File: src/rtl/booth_mac_ctrl.sv
// booth_mac_ctrl: sequences operand pairs into the 6x6 Booth multiplier
// and accumulates the products into a saturating signed dot product.
module booth_mac_ctrl #(
  parameter int ACC_W   = 16,
  parameter int MUL_LAT = 26
) (
  input  logic             clk,
  input  logic             n_rst,
  input  logic             in_valid,
  output logic             in_ready,
  input  logic [5:0]       in_m,
  input  logic [5:0]       in_q,
  input  logic             in_last,
  output logic             mul_start,
  output logic [5:0]       mul_m,
  output logic [5:0]       mul_q,
  input  logic [11:0]      mul_result,
  output logic             out_valid,
  input  logic             out_ready,
  output logic [ACC_W-1:0] out_data,
  output logic             out_sat
);

  localparam int WCW = $clog2(MUL_LAT + 1);

  localparam logic [2:0] S_IDLE   = 3'd0;
  localparam logic [2:0] S_LAUNCH = 3'd1;
  localparam logic [2:0] S_WAIT   = 3'd2;
  localparam logic [2:0] S_CAPT   = 3'd3;
  localparam logic [2:0] S_OUT    = 3'd4;

  localparam logic [ACC_W-1:0] ACC_MAX =
    {1'b0, {(ACC_W-1){1'b1}}};
  localparam logic [ACC_W-1:0] ACC_MIN =
    {1'b1, {(ACC_W-1){1'b0}}};

  logic [2:0]       state_q;
  logic [2:0]       state_d;
  logic [WCW-1:0]   wcnt;
  logic             last_r;
  logic [ACC_W-1:0] acc;
  logic             sat;

  logic st_idle;
  logic st_launch;
  logic st_wait;
  logic st_capt;
  logic st_out;

  logic [ACC_W:0]   sum_c;
  logic             pos_ovf;
  logic             neg_ovf;
  logic [ACC_W-1:0] acc_nx;

  assign st_idle   = (state_q == S_IDLE);
  assign st_launch = (state_q == S_LAUNCH);
  assign st_wait   = (state_q == S_WAIT);
  assign st_capt   = (state_q == S_CAPT);
  assign st_out    = (state_q == S_OUT);

  assign in_ready  = st_idle & n_rst;
  assign mul_start = st_launch;
  assign out_valid = st_out;
  assign out_data  = acc;
  assign out_sat   = sat;

  // Widened add and clamp of the captured product into the accumulator
  always_comb begin
    sum_c = {acc[ACC_W-1], acc}
          + {{(ACC_W-11){mul_result[11]}}, mul_result};
    pos_ovf = ~sum_c[ACC_W] & sum_c[ACC_W-1];
    neg_ovf = sum_c[ACC_W] & ~sum_c[ACC_W-1];
    acc_nx = sum_c[ACC_W-1:0];
    if (pos_ovf) acc_nx = ACC_MAX;
    if (neg_ovf) acc_nx = ACC_MIN;
  end

  // Next-state decode of the sequencing FSM
  always_comb begin
    state_d = state_q;
    unique case (1'b1)
      st_idle:   if (in_valid) state_d = S_LAUNCH;
      st_launch: state_d = S_WAIT;
      st_wait:   if (wcnt == '0) state_d = S_CAPT;
      st_capt:   state_d = last_r ? S_OUT : S_IDLE;
      st_out:    if (out_ready) state_d = S_IDLE;
      default:   state_d = S_IDLE;
    endcase
  end

  // State, operand hold, latency count and accumulator registers
  always_ff @(posedge clk or negedge n_rst) begin
    if (!n_rst) begin
      state_q <= S_IDLE;
      wcnt    <= '0;
      last_r  <= 1'b0;
      mul_m   <= '0;
      mul_q   <= '0;
      acc     <= '0;
      sat     <= 1'b0;
    end else begin
      state_q <= state_d;
      if (st_idle && in_valid) begin
        mul_m  <= in_m;
        mul_q  <= in_q;
        last_r <= in_last;
      end
      if (st_launch) begin
        wcnt <= WCW'(MUL_LAT - 2);
      end else if (st_wait) begin
        wcnt <= wcnt - 1'b1;
      end
      if (st_capt) begin
        acc <= acc_nx;
        if (pos_ovf || neg_ovf) sat <= 1'b1;
      end
      if (st_out && out_ready) begin
        acc <= '0;
        sat <= 1'b0;
      end
    end
  end

endmodule

File: config.mk
export PLATFORM = sky130hd
export DESIGN_NAME = booth_mac_ctrl
export DESIGN_NICKNAME = d
export VERILOG_FILES = /design/src/rtl/booth_mac_ctrl.sv
export SDC_FILE = /design/constraint.sdc
export NUM_CORES = 1
export LEC_CHECK = 0
export ABC_AREA = 1
export CORE_ASPECT_RATIO = 1.75
export CORE_UTILIZATION = 51
export CTS_BUF_LIST = sky130_fd_sc_hd__clkbuf_4 sky130_fd_sc_hd__clkbuf_8 sky130_fd_sc_hd__clkbuf_16
export CTS_CLUSTER_SIZE = 28
export DETAILED_ROUTE_END_ITERATION = 12
export PLACE_DENSITY = 0.88
export SETUP_SLACK_MARGIN = 0.02
export SLEW_MARGIN = 20
export SYNTH_ARGS = -nofsm -noshare
export SYNTH_HDL_FRONTEND = slang
export SYNTH_SLANG_ARGS = --single-unit
File: constraint.sdc
create_clock -name clk -period 3.1 [get_ports clk]
set_input_delay 0.62 -clock clk [delete_from_list [all_inputs] [get_ports clk]]
set_output_delay 0.62 -clock clk [all_outputs]
set_load 0.02 [all_outputs]
==> results of run 1 <==
-- metrics by stage --
| step | power [mW] | worst slack, ns | std cells | util |
|---|---|---|---|---|
| floorplan | 2.37 | 0.374 | 357 | - |
| global placement | 3.16 | 0.0405 | 488 | 0.687 |
| detailed placement | 3.24 | -0.0669 | 488 | 0.687 |
| CTS | 3.63 | 0.249 | 496 | 0.706 |
| global route | 3.92 | 0.0212 | 496 | 0.706 |
| finish | 3.62 | 0.243 | 496 | 0.706 |
-- worst min path at each step --
stage          cells past startpoint                       to          startpoint  slack (ns)
2_1_floorplan                      0       last_r$_DFFE_PN0P_               n_rst        0.32
3_3_place_gp                       2   state_q[2]$_DFFE_PN0P_  last_r$_DFFE_PN0P_        0.45
3_5_place_dp                       2   state_q[2]$_DFFE_PN0P_  last_r$_DFFE_PN0P_        0.46
4_1_cts                            2  out_data[5]$_DFFE_PN0P_               n_rst        0.43
5_1_grt                            2  out_data[5]$_DFFE_PN0P_               n_rst        0.46
6_report                           2  out_data[4]$_DFFE_PN0P_               n_rst        0.41
-- power by group through the flow --
stage	combinational (mW)	clock, mW	sequential (mW)
after floorplan	1.28	0	1.09
final	2.34	0.367	0.907
after global placement	2.26	0	0.902
after detailed placement	2.32	0	0.913
after global routing	2.60	0.387	0.931
after CTS	2.35	0.374	0.907
-- cells in the mapped netlist (all sizes together) --
cell and number:
mux2 13, a21oi 12, ha 20, xor2 2
a31oi 1, or2 2, buf 3, nor3 4
o22ai 1, o21a 1, nor3b 1, nor2 24
o21ai 13, clkbuf 1, a22o 2, nand3 28
inv 61, o2111a 1, and3 1, nand2 122
o31ai 1, nand4 4, fa 1, dfrtp 38
-- state kept, by name (all words and copies together) (netlist names) --
signal,flops
last_r,1
wcnt,5
mul_q,6
state_q,3
out_sat,1
mul_m,6
out_data,16
-- cells by family (layout without fill, tap and decap cells) --
group           after synthesis  count (layout)  synth area share
simple gates                186             186             0.310
buf+inv                      65             150             0.104
flops                        38              38             0.356
compound gates               32              32            0.0679
fa+ha+maj                    21              21             0.101
mux                          13              13            0.0548
xor+xnor                      2               2           0.00656
-- layer usage --
| metal | routed length, um | up-vias |
|---|---|---|
| met2 | 3870 | 76 |
| li1 | - | 1298 |
| met3 | 263 | 27 |
| met1 | 2380 | 1222 |
| met5 | 0 | - |
| met4 | 297 | 0 |
-- area by class of cell --
type	count	area [um^2]	area share
clock inverters	1	5.00	0.00141
flip-flops and latches	38	951	0.268
repair buffers	81	753	0.213
clock buffers	7	90.1	0.0254
well taps	54	67.6	0.0191
inverters	61	231	0.0653
multi-input cells	254	1440	0.408
==> impl_metrics.yaml, run 1 <==
floorplanning:
  start_util: 0.532
  core_area_um2: 5020
  ios: 61
  die_x_um: 56.7
  die_y_um: 97.8
  die_area_um2: 5540
  row_count: 34
flow_run:
  maxCapViolCount: 0
timing:
  skew_ns: 0.00669
  fmax_mhz: 350
  maxSlewHeadroom: 0.676
  finalCriticalPeriod_ns: 2.86
  slew_violations: 0
  tightest_slew_ns: 0.486
  setup_viol: 0
  finalHoldViolations: 0
  rsz0062_at_grt: "no"
  whs_ns: 0.409
  finalSetupTns_ns: 0
  post-route-period-util: 0.922
layout:
  fin_area_um2: 3540
  layout_common_cells: "nand2_1, clkdlybuf4s50_1, inv_1"
  final_common_cell: "nand2_1"
  layout-drive-gt1-share: 0.161
  fillerInstances: 426
  antennaDiodeCount: 0
  nets: 491
  synthToLayoutAreaGrowth_pct: 32.5
yosys:
  synth_seq_cells: 38
  yosysWarnings: 0
  synth_fp_nets: 407
  synthTopCellsByArea: "dfrtp_1, nand2_1, ha_1, inv_1, mux2_2"
  synthDistinctLibCells: 33
  syn_area_per_cell_um2: 7.49
  netlist_instances: 357
  synth.cell_area_um2: 2670
  synth_top_cell_by_area: "dfrtp_1"
  netlist.area_leader.share: 0.356
  synth-seq-area-share: 0.356
route:
  vias: 2623
  viasPerCell: 5.29
  post_drt_wl_per_cell_um: 13.7
  drtIter0Drc: 61
  drc: 4
  routed_wirelength_um: 6810
  drtPass1Iterations: 9
  ant_nets: 0
placement:
  gp_congestion: 0.924
  place_area_um2: 3450
  port_buffers: 60
  hpwlAfterDp_um: 5470
power:
  p_clk_frac: 0.101
  power.switching_mw: 1.66
  p_seq_frac: 0.251
  p_int_mw: 1.96
  power_frac_comb: 0.648
  p_leak_nw: 1.88
  netSwitchingFraction: 0.459
  p_per_area_nw_per_um2: 1020
  vdd_drop_max_uv: 605
grt:
  grt_pass1_vias: 2837
  grt_antenna_before_repair: 0
  grt_pass1_wl_um: 11700
  grt_overflow: 0
  grt_max_degree: 39
  met1_usage: 0.264
  use_met3: 0.0424
  grt_most_used_layer: "met2"
  grt_use_met2: 0.518
  grtUsageTotal: 0.270
critical_path:
  r2r-start: "out_data[0]$_DFFE_PN0P_"
  path_class: "in2reg"
  start_kind: "primary input"
  crit_family: "adder cells"
  worst-r2r-setup-slack_ns: 0.59
  cp_slowest_stage_delay_ns: 0.41
  crit_cells: 17
  crit_required_ns: 3.28
  cp_max_fo: 6
  reg2reg_to: "out_data[12]$_DFFE_PN0P_"
  path_cells: "clkdlybuf4s50_1, ha_1, fa_1, nand2_1, a21oi_1, nand2_1, nand2_1, nand2_1, nand2_1, nand2_1, nand2_1, ha_1, inv_1, buf_4, nand3_1, nand2_1, nand2_1"
  crit_top_cell: "nand2_1"
  critPathCapture: "out_data[12]$_DFFE_PN0P_"
  reg2regPathDepth: 16
  cp.buffers_inverters: 3
  critPathLaunch: "mul_result[0]"
  cp_slowest_cell: "clkdlybuf4s50_1"
  cp_data_arrival_time_ns: 3.04
  end_kind: "flip-flop"
clock_network:
  ctsHtreeMaxLevel: 2
  cts-root-buf: "clkbuf_8"
  hold_buffers: 0
  clock_path_buffers: 2
  insertion_delay_ns: 0.29
  cts_setup_buffers: 0
  path_clk_slew_ns: 0.08
  clock_sinks: 38
  cts_tree: "done"
  numCtsBuffers: 5
  cts_resized: 0
worst_hold_path:
  hp-class: "in2async"
run_status:
  violations: "design-rule violations"
  status: "complete, but fails checks"
No activity file was read; power rests on OpenSTA's default activity.
==> inputs of run 2 (changes only) <==
--- a/config.mk
+++ b/config.mk
@@ -12,6 +12,7 @@
 export CTS_CLUSTER_SIZE = 28
 export DETAILED_ROUTE_END_ITERATION = 12
 export PLACE_DENSITY = 0.88
+export REMOVE_ABC_BUFFERS = 1
 export SETUP_SLACK_MARGIN = 0.02
 export SLEW_MARGIN = 20
 export SYNTH_ARGS = -nofsm -noshare
==> run 2 against run 1 <==
Compared with the run above:
- routed wire length shrank 1.2%
- final area up 0.60%
- critical endpoint is now out_data[14]$_DFFE_PN0P_
- the flow still finishes with violations (design-rule violations)
- cell count shrank 0.81%
- via count shrank 1.6%
==> impl_metrics.yaml, run 2 (synthesized netlist as in run 1, its figures left out) <==
critical_path:
  cp_max_fo: 6
  worst-r2r-setup-slack_ns: 0.61
  end_kind: "flip-flop"
  crit_required_ns: 3.30
  crit_top_cell: "nand2_1"
  cp_slowest_cell: "clkdlybuf4s50_1"
  r2r-start: "out_data[0]$_DFFE_PN0P_"
  cp_data_arrival_time_ns: 3.04
  reg2regPathDepth: 16
  cp_slowest_stage_delay_ns: 0.41
  start_kind: "primary input"
  reg2reg_to: "out_data[14]$_DFFE_PN0P_"
  path_cells: "clkdlybuf4s50_1, ha_1, fa_1, nand2_1, a21oi_1, nand2_1, nand2_1, nand2_1, nand2_1, nand2_1, nand2_1, ha_1, inv_1, buf_4, nand3_1, nand2_1, nand2_1"
  path_class: "in2reg"
clock_network:
  clock_path_buffers: 2
  path_clk_slew_ns: 0.09
  cts_tree: "done"
  ctsHtreeMaxLevel: 2
  numCtsBuffers: 5
  cts-root-buf: "clkbuf_8"
  insertion_delay_ns: 0.31
  clock_sinks: 38
  hold_buffers: 0
floorplanning:
  die_area_um2: 5540
  die_x_um: 56.7
  die_y_um: 97.8
  row_count: 34
  core_area_um2: 5020
  start_util: 0.532
  ios: 61
route:
  post_drt_wl_per_cell_um: 13.7
  routed_wirelength_um: 6730
  viasPerCell: 5.25
  drtPass1Iterations: 8
  drtIter0Drc: 83
  vias: 2581
  ant_nets: 0
  drc: 4
grt:
  grtUsageTotal: 0.263
  grt_antenna_before_repair: 0
  grt_pass1_vias: 2735
  grt_pass1_wl_um: 11500
  grt_max_degree: 39
  grt_overflow: 0
layout:
  synthToLayoutAreaGrowth_pct: 33.3
  seqCellArea_um2: 951
  multi_input_area_um2: 1450
  layout_common_cells: "nand2_1, clkdlybuf4s50_1, inv_1"
  final_common_cell: "nand2_1"
  antennaDiodeCount: 0
  nets: 487
  layout-drive-gt1-share: 0.155
  post-route-util: 0.710
  largest_reg_flops: 16
  fillerInstances: 399
power:
  p_leak_nw: 1.88
  vdd_drop_max_uv: 589
  p_per_area_nw_per_um2: 1050
flow_run:
  maxCapViolCount: 0
timing:
  rsz0062_at_grt: "no"
  tightest_slew_ns: 0.478
  fmax_mhz: 352
  post-route-period-util: 0.917
  finalSetupTns_ns: 0
  maxSlewHeadroom: 0.682
  skew_ns: 0.00924
  setup_viol: 0
  slew_violations: 0
  finalCriticalPeriod_ns: 2.84
  finalHoldViolations: 0
placement:
  port_buffers: 60
  hpwlAfterDp_um: 5240
  gp_congestion: 0.855
run_status:
  violations: "design-rule violations"
  status: "complete, but fails checks"
worst_hold_path:
  hp-class: "in2async"
run 2: changes by cell type in the layout (fill, tap and decap cells not counted):
cell,before,now
a21oi_1,12,11
a21oi_2,0,1
buf_4,21,17
bufinv_16,0,2
clkbuf_4,1,0
clkinv_2,1,0
run 2: worst max-delay path, delay by kind of cell:
| kind | cells | cell delay, ns |
|---|---|---|
| AND/OR/NAND/NOR | 10 | 0.73 |
| adder cells (fa/ha/maj) | 3 | 0.82 |
| buffers and inverters | 3 | 0.76 |
| AO/OA/AOI/OAI | 1 | 0.11 |
run 2: layout make-up:
type / instances / area share
tap: 54 / 0.0190
multi-input combinational: 254 / 0.406
clock inverter: 2 / 0.0169
inverter: 61 / 0.0650
sequential: 38 / 0.267
timing repair buffer: 77 / 0.203
clock buffer: 6 / 0.0232
run 2: worst max-delay path by stage:
stage	startpoint	end	slack [ns]	cells after the start
global placement	mul_result[11]	out_data[11]$_DFFE_PN0P_	0.02	16
CTS	mul_result[11]	out_data[12]$_DFFE_PN0P_	0.25	16
floorplan	mul_result[0]	out_data[3]$_DFFE_PN0P_	0.49	15
global route	mul_result[0]	out_data[12]$_DFFE_PN0P_	0.06	17
finish	mul_result[0]	out_data[14]$_DFFE_PN0P_	0.26	17
detailed placement	mul_result[0]	out_data[12]$_DFFE_PN0P_	-0.05	17
run 2: routing by layer:
| metal | track usage | wire length [um] | vias to the layer above |
|---|---|---|---|
| met2 | 0.507 | 3780 | 82 |
| met1 | 0.255 | 2430 | 1190 |
| met3 | 0.0477 | 304 | 21 |
| met4 | 0.131 | 212 | 0 |
| met5 | 0 | 0 | - |
| li1 | - | - | 1288 |
run 2: where the power goes:
part	switching (mW)	total (mW)	internal [mW]
logic	1.28	2.30	1.02
registers	0.179	0.903	0.723
clock network	0.200	0.544	0.344
run 2: through the flow:
stage | worst slack (ns) | power (mW) | hold WS [ns] | std cells | area (um^2)
CTS | 0.252 | 3.76 | 0.431 | 492 | 3560
floorplan | 0.494 | 2.32 | 0.324 | 353 | 2630
detailed placement | -0.0508 | 3.19 | 0.480 | 484 | 3420
global route | 0.0644 | 4.04 | 0.458 | 492 | 3560
global placement | 0.0202 | 3.11 | 0.459 | 484 | 3420
finish | 0.256 | 3.75 | 0.397 | 492 | 3560
run 2: repair_timing:
item | in CTS | in global routing
buffers inserted | 0 | 0
resized for setup | 0 | 1
endpoints found under the setup margin | 0 | 4
==> inputs of run 3 (changes only) <==
--- a/config.mk
+++ b/config.mk
@@ -14,7 +14,7 @@
 export PLACE_DENSITY = 0.88
 export REMOVE_ABC_BUFFERS = 1
 export SETUP_SLACK_MARGIN = 0.02
-export SLEW_MARGIN = 20
+export SLEW_MARGIN = 40
 export SYNTH_ARGS = -nofsm -noshare
 export SYNTH_HDL_FRONTEND = slang
 export SYNTH_SLANG_ARGS = --single-unit
==> constraint.sdc (replaced) <==
create_clock -name clk -period 2.8 [get_ports clk]
set_input_delay 0.56 -clock clk [delete_from_list [all_inputs] [get_ports clk]]
set_output_delay 0.56 -clock clk [all_outputs]
set_load 0.02 [all_outputs]
==> run 3 against run 2 <==
Compared with the run above:
- the flow still finishes with violations (design-rule violations)
- clock power increased by 5.0%
- via count rose by 10%
- register-to-register slack got worse by 0.24 ns
==> impl_metrics.yaml, run 3 (synthesized netlist as in run 1, its figures left out) <==
critical_path:
  crit_required_ns: 2.99
  reg2reg_to: "out_data[7]$_DFFE_PN0P_"
  r2r-start: "out_data[0]$_DFFE_PN0P_"
  worst-r2r-setup-slack_ns: 0.37
  cp_data_arrival_time_ns: 2.90
  path_class: "in2reg"
  reg2regPathDepth: 16
  start_kind: "primary input"
  end_kind: "flip-flop"
  cp_max_fo: 6
clock_network:
  cts-root-buf: "clkbuf_8"
  cts_tree: "done"
  insertion_delay_ns: 0.29
  path_clk_slew_ns: 0.09
  ctsHtreeMaxLevel: 2
  numCtsBuffers: 5
  clock_sinks: 38
  clock_path_buffers: 2
layout:
  final_common_cell: "nand2_1"
  antennaDiodeCount: 0
  nets: 512
  layout_common_cells: "nand2_1, clkdlybuf4s50_1, inv_1"
  largest_reg_flops: 16
  layout-drive-gt1-share: 0.218
  synthToLayoutAreaGrowth_pct: 42.4
timing:
  tightest_slew_ns: 0.489
  maxSlewHeadroom: 0.674
  rsz0062_at_grt: "yes"
  fmax_mhz: 369
  fin_ws_ns: 0.0924
  skew_ns: 0.00993
  finalCriticalPeriod_ns: 2.71
  slew_violations: 0
  setup_viol: 0
  finalHoldViolations: 0
  finalSetupTns_ns: 0
  post-route-period-util: 0.967
placement:
  hpwlAfterDp_um: 5580
  port_buffers: 60
  place_ws_ns: -0.293
  gp_congestion: 0.934
route:
  drtPass1Iterations: 8
  drtIter0Drc: 125
  routed_wirelength_um: 7920
  ant_nets: 0
  post_drt_wl_per_cell_um: 15.3
  vias: 2843
  viasPerCell: 5.50
  drc: 4
worst_hold_path:
  hp-class: "in2async"
power:
  vdd_drop_max_uv: 752
  p_per_area_nw_per_um2: 1190
  p_leak_nw: 2.00
grt:
  grt_pass1_wl_um: 12500
  grtUsageTotal: 0.288
  grt_max_degree: 39
  grt_antenna_before_repair: 0
  grt_overflow: 0
  grt_pass1_vias: 2931
run_status:
  status: "complete, but fails checks"
  violations: "design-rule violations"
flow_run:
  maxCapViolCount: 0
floorplanning:
  row_count: 34
  die_area_um2: 5540
  die_x_um: 56.7
  core_area_um2: 5020
  die_y_um: 97.8
  ios: 61
  start_util: 0.532
[run 3: cell count changes in the layout (fill, tap and decap cells not counted), moves of 2 or more]
| cell | before | now |
|---|---|---|
| a21oi_2 | 1 | 3 |
| a21oi_1 | 11 | 9 |
| buf_4 | 17 | 40 |
| ha_4 | 0 | 2 |
| ha_1 | 20 | 17 |
[run 3: how the worst max path moves through the flow]
stage	depth (start not counted)	to	from
after CTS	17	out_data[11]$_DFFE_PN0P_	mul_result[0]
final	17	out_data[7]$_DFFE_PN0P_	mul_result[0]
after detailed placement	17	out_data[11]$_DFFE_PN0P_	mul_result[0]
after global routing	17	out_data[14]$_DFFE_PN0P_	mul_result[0]
after global placement	17	out_data[12]$_DFFE_PN0P_	mul_result[0]
after floorplan	15	out_data[3]$_DFFE_PN0P_	mul_result[0]
[run 3: layer usage]
layer	vias up	routed length (um)	share of wire	track usage
li1	1334	-	-	-
met1	1326	2750	0.35	0.292
met2	131	4260	0.54	0.534
met3	52	402	0.051	0.0437
met4	0	516	0.065	0.175
met5	-	0	0	0
[run 3: through the flow]
step / hold WS [ns] / total power [mW] / instances / util / cell area, um^2
2_1_floorplan: 0.264 / 2.57 / 353 / - / 2630
3_5_place_dp: 0.480 / 3.75 / 505 / 0.715 / 3590
4_1_cts: 0.371 / 4.39 / 513 / 0.742 / 3720
3_3_place_gp: 0.459 / 3.65 / 505 / 0.715 / 3590
5_1_grt: 0.410 / 4.82 / 517 / 0.758 / 3800
6_report: 0.364 / 4.54 / 517 / 0.758 / 3800
[run 3: cell type report]
| type | count | area, um^2 |
|---|---|---|
| inverter | 61 | 231 |
| clock buffer | 5 | 68.8 |
| fill | 344 | 1210 |
| sequential | 38 | 951 |
| tap | 54 | 67.6 |
| multi-input combinational | 254 | 1490 |
| timing repair buffer | 102 | 930 |
| clock inverter | 3 | 68.8 |
[run 3: critical path: stages]
cell and delay, ns:
clkdlybuf4s50_1 0.41, ha_1 0.22, fa_2 0.35, nand2_2 0.11, a21oi_2 0.07, nand2_1 0.07
nand2_1 0.08, nand2_1 0.10, nand2_1 0.07, nand2_1 0.09, nand2_1 0.08, ha_2 0.20
inv_2 0.10, buf_4 0.12, nand2_1 0.05, o21ai_1 0.14, nand2_1 0.06
[run 3: power breakdown]
group	switching, mW	internal (mW)
clock	0.214	0.357
combinational	1.58	1.37
sequential	0.214	0.801
[run 3: what timing repair did]
action                                  in CTS  in global routing
gates resized for setup                      1                 10
pin swaps                                    0                  1
endpoints found under the setup margin       6                 15
gates cloned                                 0                  0
hold buffers                                 0                  0
setup buffers                                0                  4
